`src/rtl/dff_pipe.sv`:
```
`default_nettype none
// ============================================================================
//  Module      : dff_pipe
//  Description : WIDTH-bit, DEPTH-stage register pipeline with per-stage
//                valid bits and valid/ready handshakes on both sides.
//                Empty stages are filled by upstream beats while the output
//                is stalled (bubble collapsing). Exposes an occupancy count.
//                Optional build macro DFF_PIPE_NEGEDGE_EN moves every
//                register to the falling edge of clk. Reset stays asynchronous
//                in both builds.
//  Revision    : 1.0 - initial release
// ============================================================================
module dff_pipe #(
    parameter int               WIDTH = 8,
    parameter int               DEPTH = 4,
    parameter logic [WIDTH-1:0] INIT  = {WIDTH{1'b0}}
) (
    input  logic                         clk,
    input  logic                         rst_n,
    input  logic                         clr,
    input  logic                         in_valid,
    output logic                         in_ready,
    input  logic [WIDTH-1:0]             di,
    output logic                         out_valid,
    input  logic                         out_ready,
    // Output data (last stage register). "do" is a reserved word.
    output logic [WIDTH-1:0]             dout,
    output logic [$clog2(DEPTH+1)-1:0]   count
);

    localparam int c_CW = $clog2(DEPTH + 1);

    // Stage state: data and valid per stage, 0 = input side
    logic [WIDTH-1:0] r_d [DEPTH];
    logic [DEPTH-1:0] r_v;
    logic [c_CW-1:0]  r_count;

    // Per-stage handshake terms
    logic [DEPTH-1:0] w_mv;      // stage k hands its beat onward this cycle
    logic [DEPTH-1:0] w_ok;      // stage k is able to take a beat this cycle
    logic [DEPTH-1:0] w_load;    // stage k takes a beat this cycle
    logic [WIDTH-1:0] w_src [DEPTH];
    logic             w_acc;
    logic             w_drain;

    // Move chain resolved from the output side back to the input; the
    // out_ready to in_ready path is deliberately combinational end to end.
    always_comb begin
        w_mv = '0;
        w_ok = '0;
        w_mv[DEPTH-1] = r_v[DEPTH-1] && out_ready;
        w_ok[DEPTH-1] = !r_v[DEPTH-1] || w_mv[DEPTH-1];
        for (int k = DEPTH - 2; k >= 0; k--) begin
            w_mv[k] = r_v[k] && w_ok[k+1];
            w_ok[k] = !r_v[k] || w_mv[k];
        end
    end

    // Input handshake; held low during reset and during a flush cycle
    assign in_ready = rst_n && !clr && w_ok[0];
    assign w_acc    = in_valid && in_ready;
    assign w_drain  = w_mv[DEPTH-1];

    // Load source and strobe for every stage
    always_comb begin
        w_load    = '0;
        w_load[0] = w_acc;
        w_src[0]  = di;
        for (int k = 1; k < DEPTH; k++) begin
            w_load[k] = w_mv[k-1];
            w_src[k]  = r_d[k-1];
        end
    end

    // Stage registers, valid bits and occupancy counter; flush beats moves
`ifdef DFF_PIPE_NEGEDGE_EN
    always_ff @(negedge clk or negedge rst_n) begin
`else
    always_ff @(posedge clk or negedge rst_n) begin
`endif
        if (!rst_n) begin
            r_v     <= '0;
            r_count <= '0;
            for (int k = 0; k < DEPTH; k++) begin
                r_d[k] <= INIT;
            end
        end else if (clr) begin
            // Data registers keep stale contents; only validity is dropped
            r_v     <= '0;
            r_count <= '0;
        end else begin
            for (int k = 0; k < DEPTH; k++) begin
                if (w_load[k]) begin
                    r_d[k] <= w_src[k];
                    r_v[k] <= 1'b1;
                end else if (w_mv[k]) begin
                    r_v[k] <= 1'b0;
                end
            end
            r_count <= r_count + c_CW'(w_acc) - c_CW'(w_drain);
        end
    end

    assign out_valid = r_v[DEPTH-1];
    assign dout      = r_d[DEPTH-1];
    assign count     = r_count;

endmodule
`default_nettype wire

```
`config.mk`:
```
export PLATFORM = sky130hd
export DESIGN_NAME = dff_pipe
export DESIGN_NICKNAME = d
export VERILOG_FILES = /design/src/rtl/dff_pipe.sv
export SDC_FILE = /design/constraint.sdc
export NUM_CORES = 1
export LEC_CHECK = 0
export BUFFER_PORTS_ARGS = -buffer_cell sky130_fd_sc_hd__buf_2
export CAP_MARGIN = 5
export CORE_ASPECT_RATIO = 2
export CORE_MARGIN = 2
export CORE_UTILIZATION = 30
export CTS_BUF_LIST = sky130_fd_sc_hd__clkbuf_16
export CTS_CLUSTER_DIAMETER = 50
export DETAILED_ROUTE_END_ITERATION = 10
export SLEW_MARGIN = 20
export SYNTH_ARGS = -nofsm -noshare
export SYNTH_HDL_FRONTEND = slang
export SYNTH_SLANG_ARGS = --single-unit
```
`constraint.sdc`:
```
create_clock -name clk -period 6.2 [get_ports clk]
set_input_delay 0.31 -clock clk [delete_from_list [all_inputs] [get_ports clk]]
set_output_delay 0.31 -clock clk [all_outputs]
set_load 0.02 [all_outputs]
```
==> summary.md <==
| Metric | Value |
|---|---|
| Total gr overflow | `0` |
| Post_cts resized | `0` |
| Share of cells above drive strength 1 | `0.507` |
| Die extent in x | `57.9 um` |
| Status | `complete, no violations` |
| Critical path data arrival time | `2.89 ns` |
| Sinks on Clock Net | `39` |
| Worst setup EP type | `flop` |
| Slew margin rel. | `0.408` |
| Syn Std Cell Area | `0.00174 mm^2` |
| Warnings, synthesis | `0` |
| Syn Area/Cell | `~15 um^2` |
| H-tree levels | `2` |
| Final worst-path cycle share | `0.440` |
| Worst reg-to-reg setup slack | `3.90 ns` |
| Worst VDD drop | `0.282 mV` |
| Async set-reset flop share out of synthesis | `1.00` |
| TritonCTS Buffers | `5` |
| Worst hold path class | `input port to async pin` |
| CTS root buffer | `clkbuf_16` |
| Logic pwr share | `0.145` |
| Clock Latency Late Sink | `0.27 ns` |
| RSZ-0062 raised after global routing | `false` |
| Placement-stage cell area | `0.00183 mm^2` |
| Switch Pwr | `about 160 uW` |
| Hpwl dp | `2.03 mm` |
| Pins Over Slew Limit | `0` |
| # nets final | `149` |
| P_leak | `1.01 nW` |
| Reg2Reg Launch Point | `r_v[3]` |
| GRT Util Overall | `0.0909` |
| R2R depth | `10` |
| Total wire length | `about 2.7 mm` |
| IO Pins | `26` |
| CTS tree | `done` |
| DRC viols | `0` |
| Fin area | `approximately 0.0020 mm^2` |
| GPL Wtd Cong | `around 0.67` |
| Startpoint types | `input port` |
| Full die area | `0.00647 mm^2` |
| Initial antenna violation count | `0` |
| Flop pwr share | `0.470` |
| Tot Pwr | `722 uW` |
| Cell internal pwr | `563 uW` |
| Core area | `0.00566 mm^2` |
| Longest Clk Path Bufs | `2` |
| CP required | `roughly 6.4 ns` |
| Crit Path Class | `input port to flop` |
| Cells after Synth | `115` |
| Max Cap Viol | `0` |
| Layout fillers | `552` |
| Setup Fix Bufs, Post-CTS | `0` |
| Critical R2R Capture | `count[2]` |
| Hold-fix buffers, CTS | `0` |
| Core Rows | `39` |
| Sw frac | `0.220` |
| Final Hold Viols | `0` |
| Final setup fails | `0` |
| Fin Setup TNS | `0 ns` |
| Initial Utilization | `0.308` |
| DR vias | `898` |
| Least-Margin Pin Slew | `0.889 ns` |
| Post-synth EDFFs | `0` |
| Worst-path clk slew | `0.05 ns` |
| DR iter-0 viols | `18` |
| Die Y | `112 um` |
| Synth Register Bits | `39` |
| Area growth syn-to-layout | `14.4%` |
| DR vias/cell | `4.61` |
| Post-synthesis cell type count | `25` |
| Clock Skew | `0.00337 ns` |
| Worst-path fanout max | `42` |
| Global-route wire length before repair | `4.61 mm` |
| Vias in the first global route | `983` |
| Post-synthesis sequential area ratio | `0.560` |
| ANT cells | `0` |
| Clock share of power | `0.385` |
| Total nets after synthesis | `131` |
| Largest net degree at the start of global routing | `43` |
| Drt wl/cell | `13.8 um` |
| IO Port Bufs | `25` |
| Synth Flop Type | `dfrtp_1` |
| Final worst path period need | `approximately 2.7 ns` |
| Achievable Freq | `366 MHz` |
| PwrDens | `362 mW/mm^2` |
| Routed Antenna Nets | `0` |
| First drt pass iteration count | `4` |
sequential cells by signal (all words and copies together) (netlist names):
name   flops
r_v        4
r_d       24
count      3
dout       8
metrics by stage:
step | worst slack (ns) | hold slack [ns] | util | std cells
finish | 3.47 | 0.163 | 0.352 | 195
global route | 3.15 | 0.231 | 0.352 | 195
CTS | 3.41 | 0.181 | 0.352 | 195
detailed placement | 3.11 | 0.476 | 0.323 | 187
global placement | 3.33 | 0.437 | 0.323 | 187
floorplan | 3.93 | 0.0144 | - | 115
cell usage in the layout (no fill, tap or decap):
cell,count
dfrtp_1,39
buf_2,25
mux2_2,16
mux2_4,16
nor2_1,6
inv_1,5
clkbuf_16,5
a21oi_1,2
ha_1,2
nor2b_4,1
nand3b_1,1
a41oi_4,1
nor2b_1,1
and2_2,1
nand4_1,1
and3b_1,1
xor2_1,1
xnor2_1,1
a311o_1,1
a211o_2,1
or3b_1,1
a31oi_1,1
nand2_1,1
fa_1,1
clkinv_1,1
clkinv_2,1
bufinv_16,1
critical path, cell delays in order:
cell      delay, ns
buf_2          0.67
nand3b_1       0.24
a41oi_4        0.42
inv_1          0.09
ha_1           0.28
inv_1          0.06
ha_1           0.14
inv_1          0.06
fa_1           0.37
xnor2_1        0.18
nor2_1         0.05
power groups by stage:
stage	Combinational [mW]	Sequential (mW)	Clock (mW)
2_1_floorplan	0.0912	0.335	0
3_3_place_gp	0.101	0.340	0
3_5_place_dp	0.107	0.346	0
4_1_cts	0.107	0.341	0.286
5_1_grt	0.114	0.348	0.296
6_report	0.105	0.339	0.278
area by class of cell:
| type | instances | area [um^2] | area share |
|---|---|---|---|
| Inverter | 5 | 18.8 | 0.00942 |
| Clock inverter | 3 | 38.8 | 0.0195 |
| Clock buffer | 5 | 125 | 0.0628 |
| Sequential cell | 39 | 976 | 0.490 |
| Timing Repair Buffer | 25 | 125 | 0.0628 |
| Tap cell | 61 | 76.3 | 0.0383 |
| Multi-Input combinational cell | 57 | 632 | 0.317 |
synth_stat cells (2+ instances only):
master / instances / area share
mux2_4: 16 / 0.14
buf_6: 4 / 0.026
dfrtp_1: 39 / 0.56
buf_2: 2 / 0.0057
mux2_2: 16 / 0.10
buf_4: 8 / 0.034
a21oi_1: 2 / 0.0057
nor2_1: 6 / 0.013
inv_1: 5 / 0.011
ha_1: 2 / 0.014
cell families after synthesis:
group	count (synthesis)	share of synthesized area
multiplexers	32	0.241
XOR/XNOR	2	0.0101
buffers and inverters	19	0.0769
AO/OA/AOI/OAI	6	0.0366
flip-flops	39	0.560
AND/OR/NAND/NOR	14	0.0489
adder cells (fa/ha/maj)	3	0.0259
how the worst max path moves through the flow:
stage                       from  endpoint  slack (ns)  depth (start not counted)
after floorplan           r_v[3]  count[2]        3.93                         11
after global placement     rst_n  count[2]        3.33                         11
after detailed placement   rst_n  count[2]        3.11                         11
after CTS                  rst_n  count[2]        3.41                         11
after global routing       rst_n  count[2]        3.15                         11
final                      rst_n  count[2]        3.47                         11
layer usage:
layer	part of all wire	routed length [um]	vias to the layer above	track usage
li1	-	-	423	-
met3	0.051	136	6	0.0244
met2	0.54	1440	26	0.165
met5	0	0	-	0
met4	0.017	47	0	0.0326
met1	0.40	1060	443	0.0966
Note: power is estimated with default switching activity, not from simulation.
